## config.mk

```make
export PLATFORM = sky130hd
export DESIGN_NAME = bus_arbiter
export DESIGN_NICKNAME = d
export VERILOG_FILES = /design/src/rtl/serial_bus_pkg.sv /design/src/rtl/arb_timeout_ctr.sv /design/src/rtl/bus_arbiter.sv
export SDC_FILE = /design/constraint.sdc
export NUM_CORES = 1
export LEC_CHECK = 0
export ABC_AREA = 1
export BUFFER_PORTS_ARGS = -buffer_cell sky130_fd_sc_hd__buf_4
export CAP_MARGIN = 20
export CORE_ASPECT_RATIO = 1.4
export CORE_MARGIN = 2
export CORE_UTILIZATION = 30
export DETAILED_ROUTE_END_ITERATION = 16
export GPL_TIMING_DRIVEN = 0
export PLACE_DENSITY_LB_ADDON = 0.05
export SLEW_MARGIN = 10
export SYNTH_ARGS = -nofsm -noshare
export SYNTH_HDL_FRONTEND = slang
export SYNTH_HIERARCHICAL = 1
export SYNTH_SLANG_ARGS = --single-unit
```

## constraint.sdc

```tcl
create_clock -name clk -period 2 [get_ports clk]
set_clock_uncertainty 0.15 [all_clocks]
set_input_delay 0.2 -clock clk [delete_from_list [all_inputs] [get_ports clk]]
set_output_delay 0.2 -clock clk [all_outputs]
set_load 0.02 [all_outputs]
```

## src/rtl/serial_bus_pkg.sv

```systemverilog
// serial_bus_pkg: shared types and constants for the serial bus arbiter
package serial_bus_pkg;
  typedef enum logic [1:0] {IDLE, OWN, SPLIT_REPLY} arb_state_t;
  typedef logic init_id_t;
  localparam init_id_t INIT_1 = 1'b0;
  localparam init_id_t INIT_2 = 1'b1;
endpackage

```

## src/rtl/arb_timeout_ctr.sv

```systemverilog
// arb_timeout_ctr: saturating inactivity counter with clear and enable, flags when it reaches TIMEOUT
module arb_timeout_ctr #(
  parameter int TIMEOUT = 16,
  localparam int W = $clog2(TIMEOUT + 1)
) (
  input  logic clk,
  input  logic rst_n,
  input  logic clr,
  input  logic en,
  output logic hit
);
  logic [W-1:0] cnt;
  assign hit = cnt == W'(TIMEOUT);
  always_ff @(posedge clk)
    if (!rst_n || clr) cnt <= '0;
    else if (en && !hit) cnt <= cnt + 1'b1;
endmodule

```

## src/rtl/bus_arbiter.sv

```systemverilog
// bus_arbiter: round-robin two-initiator bus arbiter with split-transaction sequencing for target 3
module bus_arbiter
  import serial_bus_pkg::*;
#(
  parameter int TIMEOUT = 16
) (
  input  logic clk,
  input  logic rst_n,
  input  logic req_1,
  input  logic req_2,
  input  logic bus_data_in_valid,
  input  logic done,
  input  logic split_start,
  input  logic split_ready,
  output logic grant_1,
  output logic grant_2,
  output logic msel,
  output logic split,
  output logic split_pending,
  output logic busy
);
  arb_state_t state;
  init_id_t last_grant, split_owner, pick;
  logic elig_1, elig_2, owner_req, take_split, hit;
  assign elig_1 = req_1 && !(split_pending && split_owner == INIT_1);
  assign elig_2 = req_2 && !(split_pending && split_owner == INIT_2);
  assign pick = (elig_1 && elig_2) ? ~last_grant : (elig_2 ? INIT_2 : INIT_1);
  assign owner_req = msel ? req_2 : req_1;
  assign take_split = split_start && !split_pending;
  arb_timeout_ctr #(.TIMEOUT(TIMEOUT)) u_ctr (
    .clk(clk),
    .rst_n(rst_n),
    .clr(state == IDLE || bus_data_in_valid),
    .en(state != IDLE),
    .hit(hit)
  );
  always_ff @(posedge clk)
    if (!rst_n) begin
      state <= IDLE;
      grant_1 <= 1'b0;
      grant_2 <= 1'b0;
      msel <= INIT_1;
      split <= 1'b0;
      split_pending <= 1'b0;
      busy <= 1'b0;
      last_grant <= INIT_2;
      split_owner <= INIT_1;
    end else
      case (state)
        IDLE:
          if (split_pending && split_ready) begin
            state <= SPLIT_REPLY;
            msel <= split_owner;
            grant_1 <= split_owner == INIT_1;
            grant_2 <= split_owner == INIT_2;
            split <= 1'b1;
            busy <= 1'b1;
          end else if (elig_1 || elig_2) begin
            state <= OWN;
            msel <= pick;
            last_grant <= pick;
            grant_1 <= pick == INIT_1;
            grant_2 <= pick == INIT_2;
            busy <= 1'b1;
          end
        OWN:
          if (take_split || done || !owner_req || hit) begin
            state <= IDLE;
            grant_1 <= 1'b0;
            grant_2 <= 1'b0;
            busy <= 1'b0;
            if (take_split) begin
              split_pending <= 1'b1;
              split_owner <= msel;
            end
          end
        SPLIT_REPLY:
          if (done || hit) begin
            state <= IDLE;
            grant_1 <= 1'b0;
            grant_2 <= 1'b0;
            split <= 1'b0;
            split_pending <= 1'b0;
            busy <= 1'b0;
          end
        default: state <= IDLE;
      endcase
endmodule

```

==> impl_metrics.py, run 1 <==
metrics = {
    "place": {
        "dp_cells": 183,
        "routabilityCongestion": 0.748,
        "portBuffers": 13,
        "dp_slack_ps": 167,
        "hpwlAfterDp_um": 1690,
    },
    "sta": {
        "fin_ws_ps": 197,
        "rsz0062_at_grt": "no",
        "worst_pin_slew_ps": 323,
        "fmax_ghz": 0.555,
        "period_minus_slack_ps": 1800,
        "finalMaxSlewViolations": 0,
        "setup_viol": 0,
        "hold_violations": 0,
        "tns_ps": 0,
        "slew_headroom_pct": 78.4,
        "finalCritPeriodShare_pct": 90.1,
    },
    "worst_setup_path": {
        "endpoint_kind": "register",
        "worstPathRequired_ps": 2020,
        "crit_arrival_ps": 1820,
        "cp_max_fo": 5,
        "start_kind": "register",
        "critical_path_class": "register to register",
    },
    "layout": {
        "regArea_sq_um": 302,
        "multi_input_area_sq_um": 538,
        "syn2layout_area_growth_pct": 20.6,
        "drive_gt1_share_pct": 23.3,
        "diodes": 0,
        "layout.nets": 165,
        "fin_cells": 187,
        "fill_cells": 325,
    },
    "detailed_routing": {
        "drc": 0,
        "first_iter_violations": 28,
        "vias_per_cell": 4.48,
        "drtPass1Iterations": 4,
        "drt_wl_total_um": 2070,
        "ant_nets": 0,
        "avgRoutedWirePerCell_um": 11.1,
        "vias": 837,
    },
    "yosys": {
        "yosysWarnings": 6,
        "postSynthAreaPerCell_sq_um": 6.95,
        "ys_types": 22,
        "synth_top_area_share_pct": 32.5,
        "async_flop_share_pct": 0,
        "syn-instance-count": 133,
        "synth_seq_area_share_pct": 32.5,
        "post-synth-top-area-cell": "dfxtp_1",
        "syn-num-nets": 147,
        "synth_common_cells": "nand2_1, inv_1, dfxtp_1",
        "synth.most_common_cell": "nand2_1",
        "synth.area.top_cells": "dfxtp_1, nand2_1, inv_1",
        "synthFlopType": "dfxtp_1",
        "syn_area_sq_um": 925,
        "ys_seq_elements": 15,
        "synth_edf_count": 0,
    },
    "grt": {
        "grt_antenna_before_repair": 0,
        "grtUsageTotal_pct": 13.4,
        "grt_pass1_wl_um": 3570,
        "gr-total-overflow": 0,
        "grt_pass1_vias": 836,
        "grt_max_degree": 9,
    },
    "power": {
        "p_sw_share_pct": 33.3,
        "p_leak_nw": 0.498,
        "ir_drop_mv": 0.297,
        "intPower_mw": 0.566,
        "p_seq_share_pct": 41.4,
        "p_per_area_nw_per_um2": 761,
        "p_comb_share_pct": 29.1,
        "power_frac_clock_pct": 29.5,
        "p_switching_mw": 0.283,
    },
    "clocking": {
        "cts_hold_buffers": 0,
        "cts_made_buffers": 3,
        "clockBufferDepth": 2,
        "clkSinkCount": 15,
        "clock_latency_ps": 250,
        "htreeDepth": 1,
        "root_buffer": "clkbuf_8",
        "cts_tree": "done",
        "path_clk_slew_ps": 60,
    },
    "floorplan": {
        "start_util_pct": 31.8,
        "die-area_sq_um": 3550,
        "row_count": 23,
        "num_io_pins": 14,
        "die_h_um": 69.7,
        "die_width_um": 50.9,
        "coreArea_sq_um": 2910,
    },
    "min_path": {
        "hold_class": "input pin to register",
    },
    "status": {
        "status": "complete, no violations",
    },
    "flow_run": {
        "maxCapViolCount": 0,
    },
}
-- power by group through the flow --
stage | Sequential, mW | Clock (mW) | Combinational, mW
floorplan | 0.373 | 0 | 0.155
global placement | 0.357 | 0 | 0.249
detailed placement | 0.358 | 0 | 0.251
CTS | 0.351 | 0.261 | 0.252
global route | 0.355 | 0.277 | 0.279
finish | 0.351 | 0.250 | 0.247
-- path summary, 6_finish.rpt --
path,from,to,slack [ps],depth (start not counted)
worst max-delay path,state[0],u_ctr/cnt[2],200,6
worst min-delay path,rst_n,last_grant,50,2
worst max register to register,state[0],u_ctr/cnt[2],200,6
worst min register to register,grant_1,grant_1,330,2
-- worst max-delay path: stages (launching register included) --
cell	delay (ps)
dfxtp_1	400
inv_1	80
ha_1	290
or2_2	320
nor2_1	280
nand2_1	90
nor3_1	120
-- flip-flops by register name, indices dropped and copies added (netlist names) --
signal,count
split_owner,1
split_pending,1
u_ctr/cnt,5
msel,1
grant_2,1
last_grant,1
split,1
busy,1
grant_1,1
state,2
-- stage by stage --
stage                     cell area [sq um]  hold WS [ps]  utilization, %  total power [mW]
after global routing                   1110          50.6            38.4             0.911
final                                  1110          49.3            38.4             0.849
after global placement                 1070           306            36.8             0.605
after CTS                              1110          44.6            38.3             0.864
after detailed placement               1070           298            36.8             0.608
after floorplan                         925           135               -             0.528
-- area by class of cell --
class                   count  share of cell area (%)
well taps                  37                    4.15
inverters                  23                    7.74
repair buffers             13                    8.75
flip-flops and latches     15                    27.0
multi-input cells          95                    48.3
clock buffers               4                    4.04
-- cell families after synthesis --
kind of cell / Yosys count / synth area share, %
compound gates: 22 / 12.7
fa+ha+maj: 6 / 8.12
buf+inv: 23 / 9.34
flops: 15 / 32.5
simple gates: 67 / 37.3
-- timing repair --
action                                  4_1_cts  5_1_grt
buffers inserted                              0        0
endpoints found under the setup margin        0        3
resized for setup                             0        1
endpoints found under the hold margin         0        0
-- routing by layer --
metal | track usage (%) | up-vias | part of all wire (%)
met5 | 0 | - | 0
met4 | 6.61 | 0 | 1.7
met3 | 2.80 | 4 | 2.2
met2 | 23.8 | 9 | 55
met1 | 14.3 | 373 | 41
li1 | - | 451 | -
-- cells in the final DEF (no fill, tap or decap), types with 2 or more instances in the layout --
cell and n:
dfxtp_1 14, nor2_4 2, nor2_2 2, nand2_4 2
a21oi_1 13, buf_4 13, nand2_1 31, clkbuf_8 3
o21ai_0 5, nand2_2 6, ha_1 6, nand3_2 2
nand3_1 7, nor2_1 10, o21ai_1 2, inv_1 22
No activity file was read; power rests on OpenSTA's default activity.
==> run 2, diff against run 1 <==
--- a/config.mk
+++ b/config.mk
@@ -10,7 +10,7 @@
 export CAP_MARGIN = 20
 export CORE_ASPECT_RATIO = 1.4
 export CORE_MARGIN = 2
-export CORE_UTILIZATION = 30
+export CORE_UTILIZATION = 50
 export DETAILED_ROUTE_END_ITERATION = 16
 export GPL_TIMING_DRIVEN = 0
 export PLACE_DENSITY_LB_ADDON = 0.05
==> impl_metrics.py, run 2 (synthesized netlist as in run 1, its figures left out) <==
metrics = {
    "detailed_routing": {
        "drt_wl_total_um": 1790,
        "drtPass1Iterations": 4,
        "drc": 0,
        "vias_per_cell": 5.04,
        "vias": 861,
        "avgRoutedWirePerCell_um": 10.5,
        "ant_nets": 0,
        "first_iter_violations": 13,
    },
    "layout": {
        "utilization_pct": 61.8,
        "regArea_sq_um": 302,
        "drive_gt1_share_pct": 23.8,
        "largestRegisters": "u_ctr/cnt: 5 flops, state: 2 flops",
        "layout.nets": 166,
        "largest_register": "u_ctr/cnt",
        "layout_commonest_cell": "nand2_1",
        "diodes": 0,
        "final_cell_mix": "nand2_1, inv_1, dfxtp_1, a21oi_1, buf_4",
        "fin_cells": 171,
        "largest_reg_flops": 5,
        "multi_input_area_sq_um": 538,
        "fill_cells": 169,
        "syn2layout_area_growth_pct": 17.5,
    },
    "power": {
        "p_sw_share_pct": 34.8,
        "intPower_mw": 0.500,
        "p_seq_share_pct": 45.5,
        "ir_drop_mv": 0.462,
        "p_leak_nw": 0.497,
        "p_switching_mw": 0.267,
        "p_comb_share_pct": 31.9,
        "p_per_area_nw_per_um2": 706,
        "power_frac_clock_pct": 22.5,
    },
    "place": {
        "portBuffers": 13,
        "routabilityCongestion": 0.741,
        "dp_cells": 166,
        "dp_slack_ps": 205,
        "hpwlAfterDp_um": 1490,
    },
    "floorplan": {
        "die-area_sq_um": 2210,
        "die_width_um": 40.3,
        "row_count": 18,
        "start_util_pct": 52.6,
        "coreArea_sq_um": 1760,
        "die_h_um": 54.9,
        "num_io_pins": 14,
    },
    "flow_run": {
        "maxCapViolCount": 0,
    },
    "sta": {
        "tns_ps": 0,
        "finalMaxSlewViolations": 0,
        "hold_violations": 0,
        "fmax_ghz": 0.559,
        "finalCritPeriodShare_pct": 89.4,
        "fin_ws_ps": 211,
        "period_minus_slack_ps": 1790,
        "worst_pin_slew_ps": 335,
        "slew_headroom_pct": 77.6,
        "rsz0062_at_grt": "no",
        "setup_viol": 0,
    },
    "worst_setup_path": {
        "crit_arrival_ps": 1850,
        "cp_max_fo": 5,
        "endpoint_kind": "register",
        "r2r_start": "state[0]",
        "crit_chain": "inv_1 > ha_1 > or2_2 > nor2_1 > nand2_1 > nor3_1",
        "critPathTopFamily": "simple AND/OR/NAND/NOR gates",
        "critical_path_class": "register to register",
        "cp_slowest_cell": "dfxtp_1",
        "crit_path_max_incr_delay_ps": 390,
        "r2r_cells": 6,
        "crit_path_start": "state[0]",
        "worstPathRequired_ps": 2060,
        "critical_path_depth": 6,
        "start_kind": "register",
        "path_buf_inv": 1,
    },
    "clocking": {
        "root_buffer": "clkbuf_4",
        "htreeDepth": 1,
        "post_cts_buffers": 0,
        "clock_latency_ps": 290,
        "path_clk_slew_ps": 90,
        "cts_made_buffers": 3,
        "cts_tree": "done",
        "clkSinkCount": 15,
        "clockBufferDepth": 2,
    },
    "grt": {
        "grt_antenna_before_repair": 0,
        "gr-total-overflow": 0,
        "grt_pass1_vias": 782,
        "grtUsageTotal_pct": 19.6,
        "grt_max_degree": 10,
        "grt_pass1_wl_um": 2990,
    },
    "min_path": {
        "hold_class": "input pin to register",
        "hold_start": "split_start",
        "min_delay_path_depth": 3,
    },
    "status": {
        "status": "complete, no violations",
    },
}
[run 2: area by class of cell]
cell class              count  area share [%]
clock inverters             1           0.461
multi-input cells          95            49.5
inverters                  23            7.95
flip-flops and latches     15            27.8
well taps                  20            2.30
clock buffers               3            2.07
repair buffers             14            9.91
[run 2: what timing repair did]
| action | 4_1_cts | 5_1_grt |
|---|---|---|
| resized for setup | 0 | 1 |
| endpoints found under the hold margin | 1 | 0 |
| setup endpoints to repair | 0 | 3 |
| hold buffers | 1 | 0 |
[run 2: path summary, 6_finish.rpt]
path,to,slack [ps]
worst min register to register,busy,330
worst max register to register,u_ctr/cnt[2],210
worst max-delay path,u_ctr/cnt[2],210
worst min-delay path,split_owner,100
[run 2: power groups by stage]
stage	Clock [mW]	Sequential, mW	Combinational, mW
floorplan	0	0.373	0.155
global placement	0	0.355	0.242
detailed placement	0	0.356	0.246
CTS	0.183	0.349	0.248
global route	0.193	0.353	0.275
finish	0.173	0.349	0.245
[run 2: through the flow]
stage	instance area, sq um	hold WS (ps)	total power, mW
floorplan	925	135	0.528
global placement	1050	296	0.597
detailed placement	1050	296	0.602
CTS	1080	89.8	0.780
global route	1090	115	0.821
finish	1090	96.9	0.767
[run 2: worst min-delay path: cells and delay by family]
| family | cells | cell delay (ps) |
|---|---|---|
| AO/OA/AOI/OAI | 1 | 80 |
| buffers and inverters | 1 | 110 |
| AND/OR/NAND/NOR | 1 | 100 |
[run 2: metal layers]
metal  share of wire, %  vias to the layer above  track usage [%]
met2                 58                       10             38.9
met3                2.6                        5             2.44
met4                2.0                        0             8.33
li1                   -                      451                -
met5                  0                        -                0
met1                 38                      395             18.6
